**config.mk**
```make
export PLATFORM = sky130hd
export DESIGN_NAME = pipeline_controller_flat
export DESIGN_NICKNAME = d
export VERILOG_FILES = /design/src/rtl/pipeline_controller_if.sv /design/src/rtl/pipeline_controller.sv /design/src/flat_wrapper.sv
export SDC_FILE = /design/constraint.sdc
export NUM_CORES = 1
export LEC_CHECK = 0
export ABC_CLOCK_PERIOD_IN_PS = 3200
export CAP_MARGIN = 20
export CORE_MARGIN = 5
export CORE_UTILIZATION = 38
export CTS_CLUSTER_DIAMETER = 100
export DETAILED_ROUTE_END_ITERATION = 16
export PLACE_DENSITY = 0.91
export SETUP_SLACK_MARGIN = 0.3
export SYNTH_ARGS = -nofsm -noshare
export SYNTH_HDL_FRONTEND = slang
export SYNTH_SLANG_ARGS = --single-unit
```
**constraint.sdc**
```tcl
create_clock -name clock -period 3.2 [get_ports clock]
set_clock_uncertainty 0.1 [all_clocks]
set_input_delay 0.64 -clock clock [delete_from_list [all_inputs] [get_ports clock]]
set_output_delay 0.64 -clock clock [all_outputs]
set_load 0.1 [all_outputs]
```
**src/rtl/pipeline_controller_if.sv**
```systemverilog
// Control bundle between the pipeline sequencer and the fetch/decode blocks.
// The slave side is the controller; the master side drives decode/EX status.
interface pipeline_controller_if #(
   parameter int OP_W = 16
);
   logic            start;
   logic [4:0]      id_rs;
   logic [4:0]      id_rt;
   logic            id_uses_rs;
   logic            id_uses_rt;
   logic            ex_valid;
   logic [OP_W-1:0] ex_op;
   logic [4:0]      ex_rd;
   logic            branch_taken;
   logic            pc_en;
   logic            if_id_en;
   logic            if_id_flush;
   logic            id_ex_en;
   logic            id_ex_bubble;
   logic            mul_busy;
   logic            halted;
   logic [1:0]      state;

   modport master (
      output start, id_rs, id_rt, id_uses_rs, id_uses_rt,
             ex_valid, ex_op, ex_rd, branch_taken,
      input  pc_en, if_id_en, if_id_flush, id_ex_en, id_ex_bubble,
             mul_busy, halted, state
   );

   modport slave (
      input  start, id_rs, id_rt, id_uses_rs, id_uses_rt,
             ex_valid, ex_op, ex_rd, branch_taken,
      output pc_en, if_id_en, if_id_flush, id_ex_en, id_ex_bubble,
             mul_busy, halted, state
   );
endinterface

```
**src/rtl/pipeline_controller.sv**
```systemverilog
// Fetch-decode-execute sequencer: stage enables, RAW stalls, branch flushes,
// multi-cycle MUL freeze and terminal HALT. Control only, no datapath.
module pipeline_controller #(
   parameter int MUL_CYCLES = 4,
   parameter int OP_W       = 16
) (
   input  logic                  clock,
   input  logic                  reset_n,
   pipeline_controller_if.slave  bus
);
   localparam int CNT_W   = $clog2(MUL_CYCLES) + 1;
   localparam int NUM_OPS = 15;

   typedef enum logic [1:0] {
      IDLE     = 2'd0,
      RUN      = 2'd1,
      MUL_WAIT = 2'd2,
      HALT     = 2'd3
   } state_t;

   state_t           state_reg, state_next;
   logic [CNT_W-1:0] cnt_reg, cnt_next;
   logic             mul_done_reg, mul_done_next;

   // Exact one-hot match per opcode; zero or multi-hot values hit nothing.
   logic [NUM_OPS-1:0] op_hit;
   genvar gi;
   generate
      for (gi = 0; gi < NUM_OPS; gi++) begin : g_op
         assign op_hit[gi] = (bus.ex_op == (OP_W'(1) << gi));
      end
   endgenerate

   logic writes_rd, is_branch, is_mul, is_hlt, raw_hit;
   assign writes_rd = (|op_hit[7:0]) | op_hit[10] | op_hit[11] | op_hit[12];
   assign is_branch = op_hit[8] | op_hit[9];
   assign is_mul    = op_hit[12];
   assign is_hlt    = op_hit[13];
   assign raw_hit   = bus.ex_valid && writes_rd &&
                      ((bus.id_uses_rs && (bus.id_rs == bus.ex_rd)) ||
                       (bus.id_uses_rt && (bus.id_rt == bus.ex_rd)));

   logic pc_en, if_id_en, if_id_flush, id_ex_en, id_ex_bubble, mul_busy, halted;

   always_ff @(posedge clock or negedge reset_n) begin
      if (!reset_n) begin
         state_reg    <= IDLE;
         cnt_reg      <= '0;
         mul_done_reg <= 1'b0;
      end else begin
         state_reg    <= state_next;
         cnt_reg      <= cnt_next;
         mul_done_reg <= mul_done_next;
      end
   end

   always_comb begin
      state_next    = state_reg;
      cnt_next      = cnt_reg;
      mul_done_next = mul_done_reg;
      pc_en         = 1'b0;
      if_id_en      = 1'b0;
      if_id_flush   = 1'b0;
      id_ex_en      = 1'b0;
      id_ex_bubble  = 1'b0;
      mul_busy      = 1'b0;
      halted        = 1'b0;
      case (state_reg)
         IDLE: begin
            if (bus.start) state_next = RUN;
         end
         RUN: begin
            pc_en         = 1'b1;
            if_id_en      = 1'b1;
            id_ex_en      = 1'b1;
            mul_done_next = 1'b0;
            if (bus.ex_valid && is_hlt) begin
               pc_en        = 1'b0;
               if_id_en     = 1'b0;
               id_ex_bubble = 1'b1;
               state_next   = HALT;
            end else if (bus.ex_valid && is_branch && bus.branch_taken) begin
               // Branch wins over a RAW match: the dependent word is flushed anyway.
               if_id_flush  = 1'b1;
               id_ex_bubble = 1'b1;
            end else if (bus.ex_valid && is_mul && !mul_done_reg && (MUL_CYCLES > 1)) begin
               pc_en      = 1'b0;
               if_id_en   = 1'b0;
               id_ex_en   = 1'b0;
               cnt_next   = CNT_W'(MUL_CYCLES - 1);
               state_next = MUL_WAIT;
            end else if (raw_hit) begin
               pc_en        = 1'b0;
               if_id_en     = 1'b0;
               id_ex_bubble = 1'b1;
            end
         end
         MUL_WAIT: begin
            mul_busy = 1'b1;
            cnt_next = cnt_reg - CNT_W'(1);
            if (cnt_reg == CNT_W'(1)) begin
               state_next    = RUN;
               mul_done_next = 1'b1;
            end
         end
         HALT: begin
            halted = 1'b1;
         end
         default: state_next = IDLE;
      endcase
   end

   assign bus.pc_en        = pc_en;
   assign bus.if_id_en     = if_id_en;
   assign bus.if_id_flush  = if_id_flush;
   assign bus.id_ex_en     = id_ex_en;
   assign bus.id_ex_bubble = id_ex_bubble;
   assign bus.mul_busy     = mul_busy;
   assign bus.halted       = halted;
   assign bus.state        = state_reg;
endmodule

```
**src/flat_wrapper.sv**
```systemverilog
// flat-port wrapper written by rule: the top's interface ports become plain ports
module pipeline_controller_flat 
#(
   parameter int MUL_CYCLES = 4,
   parameter int OP_W       = 16
)
  (clock, reset_n, bus_start, bus_id_rs, bus_id_rt, bus_id_uses_rs, bus_id_uses_rt, bus_ex_valid, bus_ex_op, bus_ex_rd, bus_branch_taken, bus_pc_en, bus_if_id_en, bus_if_id_flush, bus_id_ex_en, bus_id_ex_bubble, bus_mul_busy, bus_halted, bus_state);
  pipeline_controller_if #(.OP_W(OP_W)) bus_i ();
  input  logic clock;
  input  logic reset_n;
  input wire logic [$bits(bus_i.start)-1:0] bus_start;
  input wire logic [$bits(bus_i.id_rs)-1:0] bus_id_rs;
  input wire logic [$bits(bus_i.id_rt)-1:0] bus_id_rt;
  input wire logic [$bits(bus_i.id_uses_rs)-1:0] bus_id_uses_rs;
  input wire logic [$bits(bus_i.id_uses_rt)-1:0] bus_id_uses_rt;
  input wire logic [$bits(bus_i.ex_valid)-1:0] bus_ex_valid;
  input wire logic [$bits(bus_i.ex_op)-1:0] bus_ex_op;
  input wire logic [$bits(bus_i.ex_rd)-1:0] bus_ex_rd;
  input wire logic [$bits(bus_i.branch_taken)-1:0] bus_branch_taken;
  output wire logic [$bits(bus_i.pc_en)-1:0] bus_pc_en;
  output wire logic [$bits(bus_i.if_id_en)-1:0] bus_if_id_en;
  output wire logic [$bits(bus_i.if_id_flush)-1:0] bus_if_id_flush;
  output wire logic [$bits(bus_i.id_ex_en)-1:0] bus_id_ex_en;
  output wire logic [$bits(bus_i.id_ex_bubble)-1:0] bus_id_ex_bubble;
  output wire logic [$bits(bus_i.mul_busy)-1:0] bus_mul_busy;
  output wire logic [$bits(bus_i.halted)-1:0] bus_halted;
  output wire logic [$bits(bus_i.state)-1:0] bus_state;
  assign bus_i.start = bus_start;
  assign bus_i.id_rs = bus_id_rs;
  assign bus_i.id_rt = bus_id_rt;
  assign bus_i.id_uses_rs = bus_id_uses_rs;
  assign bus_i.id_uses_rt = bus_id_uses_rt;
  assign bus_i.ex_valid = bus_ex_valid;
  assign bus_i.ex_op = bus_ex_op;
  assign bus_i.ex_rd = bus_ex_rd;
  assign bus_i.branch_taken = bus_branch_taken;
  assign bus_pc_en = bus_i.pc_en;
  assign bus_if_id_en = bus_i.if_id_en;
  assign bus_if_id_flush = bus_i.if_id_flush;
  assign bus_id_ex_en = bus_i.id_ex_en;
  assign bus_id_ex_bubble = bus_i.id_ex_bubble;
  assign bus_mul_busy = bus_i.mul_busy;
  assign bus_halted = bus_i.halted;
  assign bus_state = bus_i.state;
  pipeline_controller #(.MUL_CYCLES(MUL_CYCLES), .OP_W(OP_W)) u_core (.clock(clock), .reset_n(reset_n), .bus(bus_i));
endmodule
```
**Word level (Yosys, flattened, before mapping)**

Index checks and enable logic that the tools add are counted.

- Add/subtract/negate cells: 1
- Equal/unequal tests: 27
- Mux-type cells: 31
- Bitwise logic cells: 4
- Reductions and logical operators: 18

Operator list:

| operator | number |
|---|---|
| $mux 1 | 20 |
| $eq 16x1->1 const B | 1 |
| $eq 16x10->1 const B | 1 |
| $eq 16x11->1 const B | 1 |
| $eq 16x12->1 const B | 1 |
| $eq 16x13->1 const B | 1 |
| $eq 16x14->1 const B | 1 |
| $eq 16x2->1 const B | 1 |
| $eq 16x3->1 const B | 1 |
| $eq 16x4->1 const B | 1 |
| $eq 16x5->1 const B | 1 |
| $eq 16x6->1 const B | 1 |
| $eq 16x7->1 const B | 1 |
| $eq 16x8->1 const B | 1 |
| $eq 16x9->1 const B | 1 |
| $eq 5x5->1 | 2 |
| $mux 2 | 5 |
| $logic_and 1x1->1 | 9 |
| $mux 3 | 3 |
| $reduce_or 8->1 | 1 |
| $ne 2x2->1 const B | 3 |
| $pmux 2 s3 | 1 |
| $pmux 3 s2 | 1 |
| $reduce_and 5->1 | 1 |
| other kinds (16) | 21 |

- Bits in registers: 6
- Output and inout port bits: 9

**Logic depth before layout (Yosys ltp)**

Gate-level depths: netlist of the first run.

- Word-level depth: 12
- Depth in mapped cells: 8

**Least setup slack after synthesis of the first run**

OpenSTA, ideal clock, no wires.

- Kind: input port to output port
- Start: input bus_ex_op[8]
- End: output bus_id_ex_bubble
- Arrival: 3.979 ns
- Data required time: 2.460 ns
- Setup slack: -1.519 ns
- Cell stages on the path: 5
- Path through: clkbuf_2 > or4_1 > nor4_1 > nor3_1 > o32ai_1

- Longest elaborated chain between the ends: 12

RTL lines:

| element | RTL line | RTL |
|---|---|---|
| from (decl) | flat_wrapper.sv:17 | `input wire logic [$bits(bus_i.ex_op)-1:0] bus_ex_op;` |
| $eq 16x1->1, or another cell as far along | pipeline_controller.sv:30 | `assign op_hit[gi] = (bus.ex_op == (OP_W'(1) << gi));` |
| $reduce_or 8->1 | pipeline_controller.sv:35 | `assign writes_rd = (\|op_hit[7:0]) \| op_hit[10] \| op_hit[11] \| op_hit[12];` |
| $or 1x1->1 (3 in series) | pipeline_controller.sv:35 |  |
| $logic_and 1x1->1 (2 in series) | pipeline_controller.sv:39 | `assign raw_hit = bus.ex_valid && writes_rd &&` |
| $mux 1 | pipeline_controller.sv:92 | `end else if (raw_hit) begin` |
| $mux 1 | pipeline_controller.sv:86 | `end else if (bus.ex_valid && is_mul && !mul_done_reg && (MUL_CYCLES > 1)) begin` |
| $mux 1 | pipeline_controller.sv:82 | `end else if (bus.ex_valid && is_branch && bus.branch_taken) begin` |
| $mux 1 (*) | pipeline_controller.sv:77 | `if (bus.ex_valid && is_hlt) begin` |
| $mux 1 (*) | pipeline_controller.sv:68 | `case (state_reg)` |
| to (decl) | flat_wrapper.sv:24 | `output wire logic [$bits(bus_i.id_ex_bubble)-1:0] bus_id_ex_bubble;` |

Every way passes the cells marked *; elsewhere a longest branch is shown, timed or not.

**Worst setup path in the final report of the first run**

- Start: input bus_ex_op[5]
- End: output bus_id_ex_bubble

The elaborated chain is that of the path after synthesis.

==> results.cfg, run 1 <==
[cts]
cts_sinks = 6
cts-hold-fix-buffers = 0
cts.reportedPaths.clkPinSlew_ps = 50
cts_root_buffer = clkbuf_4
cts_tree = built
clkLatencyLatePin_ps = 260
cts_buffers = 3
cts_max_level = 1
cts_buffer_depth = 2

[timing]
setup_ws_ps = 189
fin_crit_ps = 3010
finalCritPeriodShare = 0.941
hold_violations = 0
max_freq_mhz = 332
setup_violations = 0
relSlewSlack = 0.751
slew_violations = 0
hold_ws_ps = 446
tightest_slew_ps = 369
rsz0062_at_grt = yes

[place]
io_buffers = 46
dp_slack_ps = -101
post-dp-hpwl_um = 2710
gp_congestion = 0.862

[yosys]
synth_nets = 144
ys_seq_elements = 6
netlist_area_um2 = 817
syn_inst = 100
async_flop_share = 1.00
ys_warn_count = 0
synth_edf_count = 0
synth_top_flop_cell = dfrtp_1
ys_types = 36
seq_area_frac_synth = 0.184
avgSynthCellArea_um2 = 8.17

[power]
power_leakage_uw = 0.000727
intPower_uw = 182
p_sw_uw = 82.3
clkPwrFrac = 0.313
combPwrFrac = 0.396
powerDensity_nw_per_um2 = 162
seqPwrFrac = 0.291
switching_share = 0.312
ir_worst_vdd_uv = 154

[global_route]
grt_pass1_vias = 1195
grt_pass1_wl_um = 5840
grtUsageTotal = 0.238
gr-total-overflow = 0
antenna_found_initial = 0
grt_start_max_net_pins = 11

[drt]
drc_errors = 0
wl_um = 3540
vias = 1096
drt_iter0_markers = 45
via_per_inst = 5.59
first_pass_iters = 4
wl_per_cell_um = 18.1
antenna_left = 0

[cells_and_area]
multi_input_area_um2 = 764
drive_gt1_frac = 0.438
regArea_um2 = 158
mostFrequentLayoutCells = 22 x buf_4, 9 x xor2_1, 8 x clkbuf_2
antennaDiodeCount = 0
fin_nets = 214
fillers = 128
largest_register_ff_count = 3
syn2layout_area_growth_pct = 99.4
layout_commonest_cell = buf_4

[outcome]
status = finished clean

[worst_setup_path]
critPathMaxFanout = 3
start_kind = input pin
worstPathArrival_ps = 2270
worst_ep_required_time_ps = 2460
worst-setup-path-type = in2out
end_kind = primary output

[min_path]
hold_class = reg2reg

[floorplan]
start_util = 0.408
row_count = 16
fp.dieH_um = 56.4
dieWidth_um = 56.4
dieArea_um2 = 3180
design.core.area_um2 = 2000
ioPinCount = 47

[flow_run]
max_cap_viol_count = 0
## final timing paths
check / from / endpoint / slack [ps] / depth (start not counted)
min: u_core.cnt_reg[0]$_DFFE_PN0P_ / u_core.cnt_reg[0]$_DFFE_PN0P_ / 450 / 1
max in group asynchronous: reset_n / u_core.bus.state[0]$_DFFE_PN0P_ / 2230 / 1
min in group asynchronous: reset_n / u_core.cnt_reg[2]$_DFFE_PN0P_ / 520 / 1
min reg2reg: u_core.cnt_reg[0]$_DFFE_PN0P_ / u_core.cnt_reg[0]$_DFFE_PN0P_ / 450 / 1
max: bus_ex_op[5] / bus_id_ex_bubble / 190 / 8
max reg2reg: u_core.bus.state[0]$_DFFE_PN0P_ / u_core.bus.state[0]$_DFFE_PN0P_ / 1420 / 5
## layout make-up
type	count	area share
Tap cell	27	0.0207
Multi-Input combinational cell	83	0.469
Clock buffer	4	0.0161
Sequential cell	6	0.0968
Timing Repair Buffer	68	0.377
Inverter	8	0.0200
## repair_timing
| action | CTS | global route |
|---|---|---|
| setup buffers | 5 | 2 |
| endpoints found under the setup margin | 5 | 5 |
| gates resized for setup | 68 | 26 |
| pin swaps | 20 | 15 |
## critical path: stages
cell	delay (ps)
buf_6	90
or4_4	560
buf_6	160
and4bb_4	370
nand2_4	70
nand2_4	90
o32ai_4	100
buf_12	190
## synth_stat cells (all sizes together) (2+ instances only)
master  number  area [um^2]
xor2         9         78.8
nor4         6         37.5
nand2        5         33.8
dfrtp        6          150
a211oi       4         30.0
nand3        4         20.0
buf          2         12.5
xnor2        3         26.3
o21ai        6         30.0
inv          8         30.0
ha           6         75.1
nand2b       2         12.5
nor2         5         18.8
mux2i        3         30.0
or4          4         37.5
or2b         3         22.5
a21oi        7         35.0
nor3         3         15.0
## per-stage QoR
stage / area (um^2) / utilization / TNS [ps] / power [uW] / cells
2_1_floorplan: 930 / - / 0 / 111 / 100
3_3_place_gp: 1540 / 0.768 / -91.1 / 179 / 185
3_5_place_dp: 1540 / 0.768 / -273 / 185 / 185
5_1_grt: 1630 / 0.814 / 0 / 277 / 196
4_1_cts: 1610 / 0.805 / 0 / 259 / 194
6_report: 1630 / 0.814 / 0 / 264 / 196
## kinds of logic after synthesis
family / count (synthesis) / share of synthesized area
muxes: 3 / 0.0368
AOI/OAI and AO/OA: 26 / 0.211
xor gates and xnor gates: 12 / 0.129
adders and majority gates: 6 / 0.0919
DFF: 6 / 0.184
and+or+nand+nor: 36 / 0.289
buffers and inverters: 11 / 0.0582
## power groups by stage
stage	registers, uW	clock network [uW]	logic, uW
after global routing	76.7	88.2	112
final	76.8	82.6	105
after global placement	78.1	0	101
after detailed placement	78.1	0	106
after floorplan	78.2	0	33.0
after CTS	76.8	82.6	99.4
## metal layers
| metal | vias to the layer above | track usage | share of wire |
|---|---|---|---|
| met1 | 518 | 0.246 | 0.33 |
| met5 | - | 0 | 0 |
| met2 | 48 | 0.432 | 0.56 |
| met4 | 0 | 0.142 | 0.059 |
| li1 | 510 | - | - |
| met3 | 20 | 0.0528 | 0.051 |
No activity file was read; power rests on OpenSTA's default activity.
==> run 2: changes to the inputs <==
--- a/config.mk
+++ b/config.mk
@@ -13,6 +13,7 @@
 export DETAILED_ROUTE_END_ITERATION = 16
 export PLACE_DENSITY = 0.91
 export SETUP_SLACK_MARGIN = 0.3
+export SKIP_LAST_GASP = 1
 export SYNTH_ARGS = -nofsm -noshare
 export SYNTH_HDL_FRONTEND = slang
 export SYNTH_SLANG_ARGS = --single-unit
==> results of run 2 <==
Same layout as run 1: the final DEF is identical, and so are final timing and power.
==> run 3: changes to the inputs <==
--- a/config.mk
+++ b/config.mk
@@ -14,6 +14,7 @@
 export PLACE_DENSITY = 0.91
 export SETUP_SLACK_MARGIN = 0.3
 export SKIP_LAST_GASP = 1
+export SLEW_MARGIN = 40
 export SYNTH_ARGS = -nofsm -noshare
 export SYNTH_HDL_FRONTEND = slang
 export SYNTH_SLANG_ARGS = --single-unit
==> results of run 3 <==
Same layout as run 1: the final DEF is identical, and so are final timing and power.
